<file path="src/rtl/ace_aw_snoop_dispatcher.sv">
// AW snoop dispatcher: holds one write at a time. Snooping writes broadcast AC to all peer
// masters and gather CR before the AW goes downstream. Illegal writes are reported on the error port.
package ace_aw_snoop_pkg;
  localparam int ID_W   = 4;
  localparam int ADDR_W = 32;

  typedef struct packed {
    logic [ID_W-1:0]   id;
    logic [ADDR_W-1:0] addr;
    logic [2:0]        prot;
  } aw_chan_t;

  typedef struct packed {
    logic [3:0] snoop_trs;
  } snoop_info_t;

  localparam logic [3:0] ACSNOOP_CLEAN_INVALID = 4'b1001;
  localparam logic [3:0] ACSNOOP_MAKE_INVALID  = 4'b1101;
endpackage

module ace_aw_snoop_dispatcher #(
  parameter int  NUM_SNP      = 2,
  parameter type aw_chan_t    = ace_aw_snoop_pkg::aw_chan_t,
  parameter type snoop_info_t = ace_aw_snoop_pkg::snoop_info_t,
  parameter int  ADDR_W       = ace_aw_snoop_pkg::ADDR_W,
  parameter int  ID_W         = ace_aw_snoop_pkg::ID_W,
  parameter int  IDX_W        = (NUM_SNP > 1) ? $clog2(NUM_SNP) : 1
) (
  input  logic                 clk_i,
  input  logic                 rst_i,
  input  logic                 aw_valid_i,
  output logic                 aw_ready_o,
  input  aw_chan_t             aw_i,
  input  logic [IDX_W-1:0]     init_idx_i,
  input  logic                 snooping_i,
  input  snoop_info_t          snoop_info_i,
  input  logic                 illegal_trs_i,
  output logic [NUM_SNP-1:0]   ac_valid_o,
  input  logic [NUM_SNP-1:0]   ac_ready_i,
  output logic [ADDR_W-1:0]    ac_addr_o,
  output logic [2:0]           ac_prot_o,
  output logic [3:0]           ac_snoop_o,
  input  logic [NUM_SNP-1:0]   cr_valid_i,
  output logic [NUM_SNP-1:0]   cr_ready_o,
  input  logic [5*NUM_SNP-1:0] cr_resp_i,
  output logic                 aw_valid_o,
  input  logic                 aw_ready_i,
  output aw_chan_t             aw_o,
  output logic [4:0]           cr_resp_o,
  output logic                 err_valid_o,
  input  logic                 err_ready_i,
  output logic [ID_W-1:0]      err_id_o
);

  typedef enum logic [1:0] {IDLE, SNOOP, FWD, ERR} state_t;

  state_t             state_reg, state_next;
  aw_chan_t           aw_reg;
  logic [3:0]         snoop_reg;
  logic [IDX_W-1:0]   init_reg;
  logic [NUM_SNP-1:0] ac_pend_reg, ac_pend_next;
  logic [NUM_SNP-1:0] cr_pend_reg, cr_pend_next;
  logic [4:0]         cr_resp_reg, cr_resp_next;
  logic               accept;

  logic [NUM_SNP-1:0] peer_mask;
  logic [NUM_SNP-1:0] init_mask;
  logic [NUM_SNP-1:0] ac_hs;
  logic [NUM_SNP-1:0] cr_hs;
  logic [4:0]         cr_resp_port [NUM_SNP];

  // Per-port handshakes; responses from ports that did not complete a CR are masked to zero.
  genvar gi;
  generate
    for (gi = 0; gi < NUM_SNP; gi++) begin : g_port
      assign peer_mask[gi]    = (init_idx_i != IDX_W'(gi));
      assign init_mask[gi]    = (init_reg == IDX_W'(gi));
      assign ac_hs[gi]        = ac_valid_o[gi] & ac_ready_i[gi];
      assign cr_hs[gi]        = cr_ready_o[gi] & cr_valid_i[gi];
      assign cr_resp_port[gi] = cr_hs[gi] ? cr_resp_i[5*gi +: 5] : 5'b00000;
    end
  endgenerate

  // Readies are held low while reset is asserted so nothing is accepted in that cycle.
  assign aw_ready_o  = (state_reg == IDLE) & ~rst_i;
  assign accept      = aw_valid_i & aw_ready_o;
  assign ac_valid_o  = (state_reg == SNOOP) ? (ac_pend_reg & ~init_mask) : '0;
  assign cr_ready_o  = (state_reg == SNOOP) ? cr_pend_reg : '0;
  assign aw_valid_o  = (state_reg == FWD);
  assign err_valid_o = (state_reg == ERR);

  assign ac_addr_o  = aw_reg.addr;
  assign ac_prot_o  = aw_reg.prot;
  assign ac_snoop_o = snoop_reg;
  assign aw_o       = aw_reg;
  assign cr_resp_o  = cr_resp_reg;
  assign err_id_o   = aw_reg.id;

  always_comb begin
    state_next   = state_reg;
    ac_pend_next = ac_pend_reg;
    cr_pend_next = cr_pend_reg;
    cr_resp_next = cr_resp_reg;
    case (state_reg)
      IDLE: begin
        if (accept) begin
          cr_resp_next = 5'b00000;
          if (illegal_trs_i) begin
            state_next = ERR;
          end else if (snooping_i && (NUM_SNP > 1)) begin
            state_next   = SNOOP;
            ac_pend_next = peer_mask;
            cr_pend_next = '0;
          end else begin
            state_next = FWD;
          end
        end
      end
      SNOOP: begin
        // An accepted AC opens a CR slot on that port; the CR cannot arrive in the same cycle.
        ac_pend_next = ac_pend_reg & ~ac_hs;
        cr_pend_next = (cr_pend_reg & ~cr_hs) | ac_hs;
        for (int k = 0; k < NUM_SNP; k++) begin
          cr_resp_next = cr_resp_next | cr_resp_port[k];
        end
        if ((ac_pend_next == '0) && (cr_pend_next == '0)) begin
          state_next = FWD;
        end
      end
      FWD: begin
        if (aw_ready_i) state_next = IDLE;
      end
      ERR: begin
        if (err_ready_i) state_next = IDLE;
      end
      default: state_next = IDLE;
    endcase
  end

  always_ff @(posedge clk_i) begin
    if (rst_i) begin
      state_reg   <= IDLE;
      ac_pend_reg <= '0;
      cr_pend_reg <= '0;
      cr_resp_reg <= 5'b00000;
      aw_reg      <= '0;
      snoop_reg   <= 4'b0000;
      init_reg    <= '0;
    end else begin
      state_reg   <= state_next;
      ac_pend_reg <= ac_pend_next;
      cr_pend_reg <= cr_pend_next;
      cr_resp_reg <= cr_resp_next;
      if (accept) begin
        aw_reg    <= aw_i;
        snoop_reg <= snoop_info_i.snoop_trs;
        init_reg  <= init_idx_i;
      end
    end
  end

endmodule

</file>
<file path="config.mk">
export PLATFORM = sky130hd
export DESIGN_NAME = ace_aw_snoop_dispatcher
export DESIGN_NICKNAME = d
export VERILOG_FILES = /design/src/rtl/ace_aw_snoop_dispatcher.sv
export SDC_FILE = /design/constraint.sdc
export NUM_CORES = 1
export LEC_CHECK = 0
export CAP_MARGIN = 20
export CORE_UTILIZATION = 35
export CTS_CLUSTER_SIZE = 25
export DETAILED_ROUTE_END_ITERATION = 10
export GPL_TIMING_DRIVEN = 1
export PLACE_DENSITY_LB_ADDON = 0.3
export SLEW_MARGIN = 25
export SYNTH_ARGS = -nofsm -noshare
export SYNTH_HDL_FRONTEND = slang
export SYNTH_SLANG_ARGS = --single-unit
</file>
<file path="constraint.sdc">
create_clock -name clk_i -period 1.8 [get_ports clk_i]
set_clock_uncertainty 0.2 [all_clocks]
set_input_delay 0.27 -clock clk_i [delete_from_list [all_inputs] [get_ports clk_i]]
set_output_delay 0.27 -clock clk_i [all_outputs]
set_load 0.005 [all_outputs]
</file>
==> results of run 1 <==
## worst max-delay path by stage
stage                      start        endpoint  slack (ns)  cells after the start
floorplan           state_reg[1]  cr_pend_reg[1]        0.19                      3
global placement           rst_i    cr_resp_o[0]       -0.20                      4
detailed placement         rst_i    cr_resp_o[0]       -0.22                      4
CTS                 state_reg[0]   cr_ready_o[1]       0.005                      5
global route        state_reg[1]   ac_valid_o[0]       -0.06                      4
finish              state_reg[1]    cr_resp_o[3]        0.02                      4
## synth_stat cells, drive strengths merged (3+ instances only)
library cell	n	area (sq um)
a21oi	6	30.0
a221oi	4	35.0
and2	3	18.8
buf	46	333
clkbuf	10	37.5
dfxtp	55	1100
inv	4	15.0
nand2	44	165
nand2b	48	300
nor2	8	30.0
o21ai	44	220
## cell type report
type                            instances  area share [%]
Timing Repair Buffer                  175            42.1
Clock inverter                          1           0.722
Tap cell                               96            2.89
Inverter                                4           0.361
Sequential cell                        55            26.6
Multi-Input combinational cell        185            25.6
Clock buffer                            6            1.74
## layer usage
| layer | up-vias | routed length, um | GRT usage, % |
|---|---|---|---|
| li1 | 1199 | - | - |
| met1 | 1074 | 2900 | 19.8 |
| met2 | 101 | 3420 | 31.5 |
| met4 | 0 | 65 | 4.62 |
| met3 | 7 | 450 | 3.41 |
| met5 | - | 0 | 0 |
## tightest hold or removal path: stages (launching register included)
cell	delay (ns)
dfxtp_1	0.32
nand2b_1	0.06
o21ai_0	0.06
## where the power goes
group | total, mW | internal (mW) | switching, mW
combinational | 0.867 | 0.581 | 0.286
clock | 0.774 | 0.408 | 0.366
sequential | 1.41 | 1.33 | 0.0841
## cells by family after synthesis
family                 count (synthesis)  share of synthesized area, %
AND/OR/NAND/NOR                      119                          25.9
AO/OA/AOI/OAI                         64                          14.8
buffers and inverters                 60                          15.2
flip-flops                            55                          43.3
multiplexers                           2                         0.788
## timing repair
item,4_1_cts,5_1_grt
pin swaps,2,4
setup endpoints to repair,9,51
gates cloned,0,2
buffers inserted,1,0
hold buffers,0,0
gates resized for setup,15,6
==> flow_summary.json, run 1 <==
{
  "grtUsageTotal_pct": 17.0,
  "fp-row-count": 30,
  "synth_edf_count": 0,
  "core_area_sq_mm": 0.00691,
  "initialDrtViolationCount": 62,
  "drc": 0,
  "grt_pass1_wl_um": 10200,
  "powerDensity_mw_per_mm2": 734,
  "largest_register_ffs": 32,
  "finalSetupTns_ns": 0,
  "cts_buffer_depth": 2,
  "worst-path-buf-inv": 1,
  "status": "finished, final reports clean",
  "dr.pass1.iters": 4,
  "syn_area_sq_mm": 0.00254,
  "seq_area_sq_mm": 0.00111,
  "port_buffers": 158,
  "floorplan.initialDensity_pct": 36.8,
  "reg2reg_setup_slack_ns": 0.02,
  "tightestPinTransition_ns": 0.370,
  "clock_latency_ns": 0.29,
  "num_vias": 2381,
  "antenna_left": 0,
  "ys_types": 32,
  "synth_cells": 300,
  "cp_slowest_cell": "or4b_4",
  "power.leakage_nw": 1.53,
  "layout_commonest_cell": "clkdlybuf4s50_1",
  "layout.cells.non_filler": 522,
  "layout-drive-gt1-share_pct": 8.22,
  "antenna_found_initial": 0,
  "clk_pin_slew_worst_paths_ns": 0.09,
  "slew_headroom_pct": 75.4,
  "place_ws_ns": -0.223,
  "grt_pass1_vias": 2197,
  "period_share_pct": 98.8,
  "area_growth_pct": 63.8,
  "die_y_um": 87.2,
  "grt_max_degree": 55,
  "yosysSeqAreaShare_pct": 43.3,
  "async_flop_share_pct": 0,
  "dp_hpwl_um": 5060,
  "crit_type": "reg2reg",
  "p_total_mw": 3.05,
  "crit_path_max_fanout": 6,
  "startpoint_type": "flip-flop",
  "grt_overflow": 0,
  "cp_top_family": "simple AND/OR/NAND/NOR gates",
  "fin_util_pct": 60.3,
  "final_area_sq_mm": 0.00416,
  "n_fill_cell": 642,
  "maxCapViolCount": 0,
  "wl_per_cell_um": 13.1,
  "slew_viol_final": 0,
  "place.gp.congestion": 0.936,
  "synth.avg_cell_area_sq_um": 8.47,
  "die_x_um": 87.2,
  "placed_cell_area_sq_mm": 0.00399,
  "reg2reg_from": "state_reg[1]",
  "io_pins": 159,
  "yosys_warnings": 0,
  "dieArea_sq_mm": 0.00761,
  "vias_per_cell": 4.56,
  "hold_path_depth": 2,
  "hold_start": "ac_snoop_o[2]",
  "multi_input_area_sq_mm": 0.00106,
  "rsz0062_at_grt": "true",
  "cts_buffers": 5,
  "final_cell_mix": "clkdlybuf4s50_1, dfxtp_1, nand2b_1, nand2_1, o21ai_0",
  "root_buffer": "clkbuf_8",
  "ir_drop_mv": 0.286,
  "reg2reg_to": "cr_resp_o[3]",
  "layout_setup_ws_ns": 0.0225,
  "nets": 491,
  "diodes": 0,
  "clock-sinks": 55,
  "setup_viol": 0,
  "end_kind": "flip-flop",
  "rr_worst_depth": 4,
  "clock.fmax_mhz": 563,
  "cp.required_ns": 1.78,
  "hold_class": "reg2reg",
  "hold_end": "ac_snoop_o[2]",
  "synth_nets": 365,
  "period_minus_slack_ns": 1.78,
  "arrival_ns": 1.76,
  "slowest_delay_ns": 0.56,
  "crit_chain": "buf_4 > or4b_4 > a222oi_1 > nor2_1",
  "wirelength_um": 6830,
  "ys_ff_latch": 55,
  "synth-main-ff-cell": "dfxtp_1",
  "holdWs_ns": 0.282,
  "finalHoldViolations": 0,
  "cts_max_level": 2,
  "placed_cells": 512,
  "cts_tree": "yes"
}
(Power assumes the default switching activity.)
==> run 2, diff against run 1 <==
--- a/config.mk
+++ b/config.mk
@@ -9,7 +9,7 @@
 export CORE_UTILIZATION = 35
 export CTS_CLUSTER_SIZE = 25
 export DETAILED_ROUTE_END_ITERATION = 10
-export GPL_TIMING_DRIVEN = 1
+export GPL_TIMING_DRIVEN = 0
 export PLACE_DENSITY_LB_ADDON = 0.3
 export SLEW_MARGIN = 25
 export SYNTH_ARGS = -nofsm -noshare
==> constraint.sdc (replaced) <==
create_clock -name clk_i -period 1.7 [get_ports clk_i]
set_clock_uncertainty 0.2 [all_clocks]
set_input_delay 0.255 -clock clk_i [delete_from_list [all_inputs] [get_ports clk_i]]
set_output_delay 0.255 -clock clk_i [all_outputs]
set_load 0.005 [all_outputs]
==> flow_summary.json, run 2 (synthesized netlist as in run 1, its figures left out) <==
{
  "status": "finished, violations left",
  "violations": "setup timing",
  "seq_area_sq_mm": 0.00116,
  "arrival_ns": 1.81,
  "rr_worst_depth": 4,
  "dp_hpwl_um": 5670,
  "crit_type": "reg2reg",
  "hold_path_depth": 2,
  "ir_drop_mv": 0.390,
  "grt_max_degree": 16,
  "cts_buffers": 5,
  "n_fill_cell": 558,
  "grtUsageTotal_pct": 19.9,
  "cts_tree": "yes",
  "period_minus_slack_ns": 1.81,
  "place.gp.congestion": 0.879,
  "die_y_um": 87.2,
  "layout-drive-gt1-share_pct": 32.2,
  "p_total_mw": 3.46,
  "layout_commonest_cell": "clkdlybuf4s50_1",
  "grt_pass1_wl_um": 11900,
  "dr.pass1.iters": 4,
  "wl_per_cell_um": 13.8,
  "clock.fmax_mhz": 552,
  "cts_max_level": 2,
  "slew_viol_final": 0,
  "num_vias": 2764,
  "clock-sinks": 55,
  "crit_path_max_fanout": 4,
  "multi_input_area_sq_mm": 0.00110,
  "reg2reg_setup_slack_ns": -0.11,
  "initialDrtViolationCount": 79,
  "cts_buffer_depth": 2,
  "finalHoldViolations": 0,
  "reg2reg_from": "state_reg[1]",
  "reg2reg_to": "cr_resp_o[0]",
  "die_x_um": 87.2,
  "slew_headroom_pct": 76.2,
  "dieArea_sq_mm": 0.00761,
  "largest_register_ffs": 32,
  "floorplan.initialDensity_pct": 36.8,
  "final_area_sq_mm": 0.00493,
  "period_share_pct": 107,
  "placed_cell_area_sq_mm": 0.00424,
  "tightestPinTransition_ns": 0.356,
  "io_pins": 159,
  "layout.cells.non_filler": 602,
  "drc": 0,
  "clock_latency_ns": 0.30,
  "final_cell_mix": "clkdlybuf4s50_1, buf_4, nand2b_1, nand2_1, o21ai_0",
  "antenna_left": 0,
  "cp.required_ns": 1.70,
  "port_buffers": 158,
  "clk_pin_slew_worst_paths_ns": 0.10,
  "placed_cells": 554,
  "startpoint_type": "flip-flop",
  "nets": 571,
  "postCtsHoldBufs": 0,
  "crit_end": "cr_resp_o[0]",
  "root_buffer": "clkbuf_8",
  "maxCapViolCount": 0,
  "fp-row-count": 30,
  "setup_viol": 7,
  "powerDensity_mw_per_mm2": 701,
  "holdWs_ns": 0.287,
  "core_area_sq_mm": 0.00691,
  "power.leakage_nw": 2.39,
  "diodes": 0,
  "grt_pass1_vias": 2572,
  "wirelength_um": 8300,
  "rsz0062_at_grt": "true",
  "hold_class": "reg2reg",
  "startpoint": "state_reg[1]",
  "layout_setup_ws_ns": -0.113,
  "vias_per_cell": 4.59,
  "end_kind": "flip-flop",
  "area_growth_pct": 94.2,
  "grt_overflow": 0,
  "antenna_found_initial": 0
}
## run 2: cell types whose count changed in the layout (fill, tap and decap cells not counted), sizes merged
cell,change
buf,+76
bufinv,-1
clkbuf,+7
clkdlybuf4s15,-1
clkdlybuf4s50,-40
clkinv,+1
dlygate4sd2,+16
dlymetal6s2s,+22
## run 2: metrics by stage
stage,setup TNS (ns),setup WS [ns],util [%]
floorplan,0,0.0929,-
global placement,-28.04,-0.910,61.4
detailed placement,-29.70,-0.930,61.4
CTS,-0.493,-0.0864,66.5
global route,-0.943,-0.188,71.4
finish,-0.508,-0.113,71.4
## run 2: how the worst min path moves through the flow
| stage | start | to | slack, ns |
|---|---|---|---|
| after floorplan | aw_i[3] | ac_addr_o[0] | 0.16 |
| after global placement | ac_snoop_o[3] | ac_snoop_o[3] | 0.26 |
| after detailed placement | ac_snoop_o[2] | ac_snoop_o[2] | 0.27 |
| after CTS | ac_snoop_o[2] | ac_snoop_o[2] | 0.28 |
| after global routing | aw_i[14] | ac_addr_o[11] | 0.28 |
| final | ac_snoop_o[0] | ac_snoop_o[0] | 0.29 |
## run 2: report_power, final
group          internal (mW)  switching [mW]  leakage (nW)
sequential              1.43          0.0960         0.467
clock                  0.321           0.415        0.0470
combinational          0.817           0.384          1.88
## run 2: layer usage
metal	global-route usage (%)	wire, um
met2	37.4	4200
met1	22.7	3440
met5	0	0
met3	4.64	587
met4	4.32	64
## run 2: critical path, stage by stage, from the launching register on
cell and delay (ns):
dfxtp_4 0.37, buf_6 0.13, or4b_4 0.58, a222oi_1 0.35, nor2_1 0.08
## run 2: final cells by class
type / instances / share of cell area [%]
buffer: 56 / 9.48
sequential: 55 / 23.5
tap: 96 / 2.43
clock buffer: 6 / 1.67
timing repair buffer: 199 / 40.2
multi-input combinational: 185 / 22.4
clock inverter: 1 / 0.101
inverter: 4 / 0.304
## run 2: repair_timing
item / 4_1_cts / 5_1_grt
pin swaps: 7 / 10
endpoints found under the hold margin: 0 / 0
cloned: 0 / 4
resized for setup: 112 / 55
setup endpoints to repair: 101 / 78
buffers inserted: 22 / 15
